==> src/rtl/sand_pkg.sv <==
// Shared cell encodings, FSM state type and sizing helper for the sand update engine.
// The diagonal test states exist only when SAND_DIAGONAL_EN is defined.
package sand_pkg;

  localparam int unsigned CELL_WIDTH = 8;
  typedef logic [CELL_WIDTH-1:0] cell_t;

  localparam cell_t CELL_EMPTY = '0;
  localparam cell_t CELL_SAND  = '1;

  typedef enum logic [2:0] {
    S_IDLE,
    S_FETCH,
    S_TEST_C,
    S_TEST_B,
    S_WR_DST,
    S_WR_SRC
`ifdef SAND_DIAGONAL_EN
    ,
    S_TEST_D1,
    S_TEST_D2
`endif
  } sand_state_t;

  function automatic int unsigned bits_for(input int unsigned n);
    return (n > 1) ? $clog2(n) : 1;
  endfunction

endpackage

==> src/rtl/sand_scan_counter.sv <==
// Pixel scan counters: x/y position plus a linear address kept in step without a multiplier.
// Scan runs bottom row first, left to right; provides below / below-left / below-right addresses.
module sand_scan_counter
  import sand_pkg::*;
#(
  parameter int unsigned WIDTH      = 640,
  parameter int unsigned HEIGHT     = 480,
  parameter int unsigned ADDR_WIDTH = 19
) (
  input  logic                  i_clk,
  input  logic                  i_rst_n,
  input  logic                  i_load,
  input  logic                  i_step,
  output logic [ADDR_WIDTH-1:0] o_addr,
  output logic [ADDR_WIDTH-1:0] o_addr_below,
  output logic [ADDR_WIDTH-1:0] o_addr_below_left,
  output logic [ADDR_WIDTH-1:0] o_addr_below_right,
  output logic                  o_last,
  output logic                  o_bottom_row,
  output logic                  o_left_edge,
  output logic                  o_right_edge
);

  localparam int unsigned XW = bits_for(WIDTH);
  localparam int unsigned YW = bits_for(HEIGHT);

  localparam logic [XW-1:0]         LP_X_LAST   = XW'(WIDTH - 1);
  localparam logic [YW-1:0]         LP_Y_LAST   = YW'(HEIGHT - 1);
  localparam logic [ADDR_WIDTH-1:0] LP_START    = ADDR_WIDTH'((HEIGHT - 1) * WIDTH);
  localparam logic [ADDR_WIDTH-1:0] LP_ROW      = ADDR_WIDTH'(WIDTH);
  localparam logic [ADDR_WIDTH-1:0] LP_ROW_M1   = ADDR_WIDTH'(WIDTH - 1);
  localparam logic [ADDR_WIDTH-1:0] LP_ROW_P1   = ADDR_WIDTH'(WIDTH + 1);
  localparam logic [ADDR_WIDTH-1:0] LP_ROW_BACK = ADDR_WIDTH'(2 * WIDTH - 1);

  logic [XW-1:0]         r_x;
  logic [YW-1:0]         r_y;
  logic [ADDR_WIDTH-1:0] r_addr;

  // End of row jumps from (W-1, y) to (0, y-1): address drops by 2W-1.
  always_ff @(posedge i_clk or negedge i_rst_n) begin
    if (!i_rst_n) begin
      r_x    <= '0;
      r_y    <= '0;
      r_addr <= '0;
    end else if (i_load) begin
      r_x    <= '0;
      r_y    <= LP_Y_LAST;
      r_addr <= LP_START;
    end else if (i_step) begin
      if (r_x == LP_X_LAST) begin
        r_x    <= '0;
        r_y    <= r_y - YW'(1);
        r_addr <= r_addr - LP_ROW_BACK;
      end else begin
        r_x    <= r_x + XW'(1);
        r_addr <= r_addr + ADDR_WIDTH'(1);
      end
    end
  end

  assign o_addr             = r_addr;
  assign o_addr_below       = r_addr + LP_ROW;
  assign o_addr_below_left  = r_addr + LP_ROW_M1;
  assign o_addr_below_right = r_addr + LP_ROW_P1;
  assign o_left_edge        = (r_x == '0);
  assign o_right_edge       = (r_x == LP_X_LAST);
  assign o_bottom_row       = (r_y == LP_Y_LAST);
  assign o_last             = o_right_edge && (r_y == '0);

endmodule

==> src/rtl/sand_update_engine.sv <==
// Per-frame falling-sand update: scans the framebuffer bottom-up and moves each grain one step.
// Define SAND_DIAGONAL_EN to let blocked grains slide diagonally (alternating left/right preference).
module sand_update_engine
  import sand_pkg::*;
#(
  parameter int unsigned WIDTH      = 640,
  parameter int unsigned HEIGHT     = 480,
  parameter int unsigned ADDR_WIDTH = 19,
  parameter int unsigned DATA_WIDTH = 8
) (
  input  logic                  clk_i,
  input  logic                  rst_ni,
  input  logic                  start_i,
  output logic                  busy_o,
  output logic                  done_o,
  output logic [ADDR_WIDTH-1:0] rd_address_o,
  input  logic [DATA_WIDTH-1:0] rd_data_i,
  output logic                  wr_en_o,
  output logic [ADDR_WIDTH-1:0] wr_address_o,
  output logic [DATA_WIDTH-1:0] wr_data_o
);

  localparam logic [DATA_WIDTH-1:0] LP_EMPTY = {DATA_WIDTH{CELL_EMPTY[0]}};
  localparam logic [DATA_WIDTH-1:0] LP_SAND  = {DATA_WIDTH{CELL_SAND[0]}};

  sand_state_t           r_state;
  sand_state_t           w_next;
  logic                  w_load;
  logic                  w_step;
  logic                  w_adv;
  logic                  w_done_set;
  logic                  w_dst_we;
  logic [ADDR_WIDTH-1:0] w_dst_d;
  logic [ADDR_WIDTH-1:0] r_dst_addr;
  logic                  r_done;

  logic [ADDR_WIDTH-1:0] w_addr;
  logic [ADDR_WIDTH-1:0] w_addr_b;
  logic [ADDR_WIDTH-1:0] w_addr_bl;
  logic [ADDR_WIDTH-1:0] w_addr_br;
  logic                  w_last;
  logic                  w_bottom;
  logic                  w_left_edge;
  logic                  w_right_edge;
  logic                  w_cell_sand;
  logic                  w_cell_empty;

  assign w_cell_sand  = (rd_data_i == LP_SAND);
  assign w_cell_empty = (rd_data_i == LP_EMPTY);

  sand_scan_counter #(
    .WIDTH      (WIDTH),
    .HEIGHT     (HEIGHT),
    .ADDR_WIDTH (ADDR_WIDTH)
  ) u_scan_counter (
    .i_clk              (clk_i),
    .i_rst_n            (rst_ni),
    .i_load             (w_load),
    .i_step             (w_step),
    .o_addr             (w_addr),
    .o_addr_below       (w_addr_b),
    .o_addr_below_left  (w_addr_bl),
    .o_addr_below_right (w_addr_br),
    .o_last             (w_last),
    .o_bottom_row       (w_bottom),
    .o_left_edge        (w_left_edge),
    .o_right_edge       (w_right_edge)
  );

`ifdef SAND_DIAGONAL_EN
  logic                  r_dir;
  logic                  r_d1_right;
  logic                  r_d2_ok;
  logic                  w_diag_we;
  logic                  w_d1_right_d;
  logic                  w_d2_ok_d;
  logic                  w_first_ok;
  logic                  w_second_ok;
  logic                  w_d1_look;
  logic [ADDR_WIDTH-1:0] w_d1_addr;
  logic [ADDR_WIDTH-1:0] w_d2_addr;

  // r_dir = 1 means right is tried first; an edge-skipped first choice falls back to the other side.
  assign w_first_ok  = r_dir ? !w_right_edge : !w_left_edge;
  assign w_second_ok = r_dir ? !w_left_edge  : !w_right_edge;
  assign w_d1_look   = w_first_ok ? r_dir : !r_dir;
  assign w_d1_addr   = r_d1_right ? w_addr_br : w_addr_bl;
  assign w_d2_addr   = r_d1_right ? w_addr_bl : w_addr_br;

  always_ff @(posedge clk_i or negedge rst_ni) begin
    if (!rst_ni) begin
      r_dir      <= 1'b0;
      r_d1_right <= 1'b0;
      r_d2_ok    <= 1'b0;
    end else if (w_diag_we) begin
      r_dir      <= !r_dir;
      r_d1_right <= w_d1_right_d;
      r_d2_ok    <= w_d2_ok_d;
    end
  end
`else
  logic w_unused_diag;
  assign w_unused_diag = ^{w_addr_bl, w_addr_br, w_left_edge, w_right_edge};
`endif

  always_ff @(posedge clk_i or negedge rst_ni) begin
    if (!rst_ni) begin
      r_state <= S_IDLE;
    end else begin
      r_state <= w_next;
    end
  end

  always_ff @(posedge clk_i or negedge rst_ni) begin
    if (!rst_ni) begin
      r_done     <= 1'b0;
      r_dst_addr <= '0;
    end else begin
      r_done <= w_done_set;
      if (w_dst_we) begin
        r_dst_addr <= w_dst_d;
      end
    end
  end

  always_comb begin
    w_next     = r_state;
    w_load     = 1'b0;
    w_step     = 1'b0;
    w_adv      = 1'b0;
    w_done_set = 1'b0;
    w_dst_we   = 1'b0;
    w_dst_d    = w_addr_b;
`ifdef SAND_DIAGONAL_EN
    w_diag_we    = 1'b0;
    w_d1_right_d = r_d1_right;
    w_d2_ok_d    = r_d2_ok;
`endif
    case (r_state)
      S_IDLE: begin
        if (start_i) begin
          w_load = 1'b1;
          w_next = S_FETCH;
        end
      end
      S_FETCH: w_next = S_TEST_C;
      S_TEST_C: begin
        if (!w_cell_sand || w_bottom) begin
          w_adv = 1'b1;
        end else begin
          w_next = S_TEST_B;
        end
      end
      S_TEST_B: begin
        if (w_cell_empty) begin
          w_dst_we = 1'b1;
          w_dst_d  = w_addr_b;
          w_next   = S_WR_DST;
        end
`ifdef SAND_DIAGONAL_EN
        else if (w_first_ok || w_second_ok) begin
          w_diag_we    = 1'b1;
          w_d1_right_d = w_d1_look;
          w_d2_ok_d    = w_first_ok && w_second_ok;
          w_next       = S_TEST_D1;
        end
`endif
        else begin
          w_adv = 1'b1;
        end
      end
`ifdef SAND_DIAGONAL_EN
      S_TEST_D1: begin
        if (w_cell_empty) begin
          w_dst_we = 1'b1;
          w_dst_d  = w_d1_addr;
          w_next   = S_WR_DST;
        end else if (r_d2_ok) begin
          w_next = S_TEST_D2;
        end else begin
          w_adv = 1'b1;
        end
      end
      S_TEST_D2: begin
        if (w_cell_empty) begin
          w_dst_we = 1'b1;
          w_dst_d  = w_d2_addr;
          w_next   = S_WR_DST;
        end else begin
          w_adv = 1'b1;
        end
      end
`endif
      S_WR_DST: w_next = S_WR_SRC;
      S_WR_SRC: w_adv  = 1'b1;
      default:  w_next = S_IDLE;
    endcase

    if (w_adv) begin
      if (w_last) begin
        w_done_set = 1'b1;
        w_next     = S_IDLE;
      end else begin
        w_step = 1'b1;
        w_next = S_FETCH;
      end
    end
  end

  // Each test state issues the read whose data the following state examines.
  always_comb begin
    busy_o       = (r_state != S_IDLE);
    done_o       = r_done;
    rd_address_o = '0;
    wr_en_o      = 1'b0;
    wr_address_o = '0;
    wr_data_o    = LP_EMPTY;
    case (r_state)
      S_FETCH:  rd_address_o = w_addr;
      S_TEST_C: rd_address_o = w_addr_b;
`ifdef SAND_DIAGONAL_EN
      S_TEST_B:  rd_address_o = w_d1_look ? w_addr_br : w_addr_bl;
      S_TEST_D1: rd_address_o = w_d2_addr;
`endif
      S_WR_DST: begin
        wr_en_o      = 1'b1;
        wr_address_o = r_dst_addr;
        wr_data_o    = LP_SAND;
      end
      S_WR_SRC: begin
        wr_en_o      = 1'b1;
        wr_address_o = w_addr;
        wr_data_o    = LP_EMPTY;
      end
      default: ;
    endcase
  end

endmodule

==> config.mk <==
export PLATFORM = sky130hd
export DESIGN_NAME = sand_update_engine
export DESIGN_NICKNAME = d
export VERILOG_FILES = /design/src/rtl/sand_pkg.sv /design/src/rtl/sand_scan_counter.sv /design/src/rtl/sand_update_engine.sv
export SDC_FILE = /design/constraint.sdc
export NUM_CORES = 1
export LEC_CHECK = 0
export BUFFER_PORTS_ARGS = -buffer_cell sky130_fd_sc_hd__buf_2
export CORE_MARGIN = 1.5
export CORE_UTILIZATION = 50
export CTS_CLUSTER_SIZE = 20
export DETAILED_ROUTE_END_ITERATION = 16
export PLACE_DENSITY_LB_ADDON = 0.05
export SETUP_SLACK_MARGIN = 0.2
export SLEW_MARGIN = 20
export SYNTH_ARGS = -nofsm -noshare
export SYNTH_HDL_FRONTEND = slang
export SYNTH_SLANG_ARGS = --single-unit
export TNS_END_PERCENT = 5
==> constraint.sdc <==
create_clock -name clk_i -period 2.6 [get_ports clk_i]
set_clock_uncertainty 0.05 [all_clocks]
set_input_delay 0 -clock clk_i [delete_from_list [all_inputs] [get_ports clk_i]]
set_output_delay 0 -clock clk_i [all_outputs]
set_load 0.05 [all_outputs]
==> impl_results.md <==
* Tmin final at between 2000 and 3000 ps
* Storage cell area at roughly 1500 sq um
* CP Class: register to register
* Startpoint types: register
* Post-synth cell types at between 50 and 60
* Final setup fails at 4
* Max clock buf depth at 2
* Clock root buffer: clkbuf_8
* Worst-margin pin slew at a little under 600 ps
* Die width at 92.5 um
* Htree depth at 3
* Post-DP HPWL at slightly below 7 mm
* Hold Crit Class: primary input to async pin
* CTS tree: done
* Ant. Diodes at 0
* Leak at ~2.4 nW
* Slew Viols, Final at 0
* Share of cells above drive strength 1 at between 30 and 40%
* Synthesized instance count at between 400 and 500
* IO Pins at 60
* Warnings, synthesis at 0
* Avg WL per Cell at 15.6 um
* Clk_lat worst skew at ~350 ps
* Post-route ant nets at 0
* Multi-input combinational cell area at 2440 sq um
* Pwr dens at 932 nW/um^2
* Total of max-cap violations at 0
* Status: complete, but fails checks
* Synth Area in Simple Gates at between 20% and 30%
* # clock sinks at between 60 and 70
* Final #Nets at 568
* Area leader, netlist: dfrtp_1
* Total number of vias at between 3000 and 4000
* Starting Density at ~52%
* Largest net degree at the start of global routing at 32
* Critical path required time at ~2800 ps
* Gpl congestion at 0.818
* Ratio of final minimum period to clock period at 102%
* Die Area at approximately 8600 sq um
* Synth Area in Compound Gates at around 14%
* Post-synth top flop: dfrtp_1
* Commonest non-fill, non-tap cells in the layout: dfrtp_1, buf_2, nor2_1
* Main area contributors after synthesis: dfrtp_1, mux2i_1, nor2_1
* DRT iter0 DRCs at roughly 180
* Fin Hold WS at 31.1 ps
* Post-route cell area at 5070 sq um
* Chip height at 92.5 um
* Failing checks: setup timing
* FFs w/ async S/R, synth at between 90% and 100%
* Multiplexer share of the synthesized area at 7.72%
* FILL cells at between 600 and 700
* Overall routing resource usage at between 20% and 30%
* Synthesized area per cell at 8.82 sq um
* Synth top area share at between 30% and 40%
* Placement Rows at 32
* Total power at approximately 4.7 mW
* Num CTS Buffers at 9
* Commonest non-fill, non-tap cell in the layout: dfrtp_1
* Largest family of logic cells by synthesized area: simple AND/OR/NAND/NOR gates
* Layout Cells excl Fill at between 600 and 700
* Placed insts at roughly 620
* Synth Cell Area at approximately 4000 sq um
* Avg Vias per Cell at about 5.5
* Syn Nets at 480
* Post-place setup slack at -209 ps
* Post-Synth XOR/XNOR Area at between 6 and 7%
* Post-synthesis adder-cell area fraction at under 10%
* Seq cells post-synth at 61
* Maximum clock frequency at 377 MHz
* Worst VDD drop at 486 uV
* Register area share after synthesis at 38.1%
* DRC at 0
* Setup WS post-layout at -55.4 ps
* Slowest Stage Delay on Critical Path at about 380 ps
* Clock slew at reported path FFs at 80 ps
* # port buffers at just under 60
* Antenna violations before repair at 0
* First-pass DRT Iterations at 4
* Critical Path AT at around 2900 ps
* First-pass GRT wire length at 16.8 mm
* Slowest CP cell: dfrtp_1
* FF-to-FF setup slack at -60 ps
* Fin. Hold Viols at 0
* Slew margin rel. at between 60% and 70%
* Gr ovfl total at 0
* Unrepaired setup endpoints after global routing: true
* Final wirelength at roughly 10 mm
* Placed cell area at roughly 4600 sq um
* Synthesis-to-layout area growth at 26.7%
* CP max FO at 4
* CORE AREA at between 7000 and 8000 sq um
* Vias in the first global route at between 3000 and 4000
* Critical Path Sink Type: register
* Worst path cell trace: ha_2 -> and3_4 -> nand4_4 -> clkinvlp_4 -> buf_12 -> ha_4 -> nand3_2 -> o41a_1 -> o21ai_4 -> o31ai_4 -> buf_4 -> nor3_1 -> o2bb2ai_1
* Number of flops mapped to enable cells by yosys at 0
[worst paths after layout]
kind                                            start                        end  cells past startpoint
worst max-delay path            u_scan_counter.r_x[1]  u_scan_counter.o_addr[18]                     13
worst min-delay path                           rst_ni              r_dst_addr[5]                      2
worst max register to register  u_scan_counter.r_x[1]  u_scan_counter.o_addr[18]                     13
worst min register to register  u_scan_counter.r_x[4]      u_scan_counter.r_x[4]                      1
max in group asynchronous                      rst_ni      u_scan_counter.r_y[0]                      3
min in group clk_i                       rd_data_i[7]             r_dst_addr[11]                      5
[metrics by stage]
stage,utilization (%),TNS [ps]
4_1_cts,64.6,-45.8
6_report,65.6,-104
2_1_floorplan,-,-248
3_5_place_dp,59.1,-594
5_1_grt,65.6,-906
3_3_place_gp,59.1,-148
[worst max-delay path, delay by kind of cell, from the launching register on]
kind | cells | cell delay (ps)
compound gates | 4 | 770
fa+ha+maj | 2 | 450
buf+inv | 3 | 430
flops | 1 | 380
simple gates | 4 | 470
[cells in the mapped netlist (11+ instances only)]
library cell,number
a21oi_1,13
clkbuf_1,13
dfrtp_1,61
ha_1,15
mux2i_1,23
nand2_1,42
nand3_1,21
nor2_1,53
nor3_1,11
o21ai_0,34
xnor2_1,21
[power by group]
group | internal, mW | switching, mW | total [mW]
clock network | 0.447 | 0.413 | 0.860
registers | 1.06 | 0.159 | 1.22
logic | 0.865 | 1.78 | 2.65
[final cells by class]
class | instances | area share, %
Timing Repair Buffer | 110 | 14.4
Clock inverter | 7 | 1.48
Sequential cell | 61 | 30.2
Inverter | 10 | 0.814
Multi-Input combinational cell | 350 | 48.2
Tap cell | 102 | 2.52
Clock buffer | 9 | 2.44
[metal layers]
metal | up-vias | track usage [%] | routed length, um
met5 | - | 0 | 0
met4 | 0 | 10.1 | 162
met3 | 14 | 3.20 | 398
met2 | 92 | 41.3 | 4950
met1 | 1703 | 32.8 | 4580
li1 | 1776 | - | -
[state kept, by name (all words and copies together) (netlist names)]
name and flops:
u_scan_counter.r_y 9, r_state 3, r_dst_addr 19, done_o 1, u_scan_counter.o_addr 19, u_scan_counter.r_x 10
[kinds of logic after synthesis]
group	count (synthesis)
muxes	30
buffers and inverters	43
DFF	61
adders and majority gates	15
AOI/OAI and AO/OA	92
xor gates and xnor gates	30
and+or+nand+nor	183
[timing repair]
action,4_1_cts,5_1_grt
pin swaps,20,4
setup buffers,8,2
hold endpoints to repair,63,0
hold buffers,4,0
gates resized for setup,28,15
endpoints found under the setup margin,17,31
cloned,0,0
Note: power is estimated with default switching activity, not from simulation.
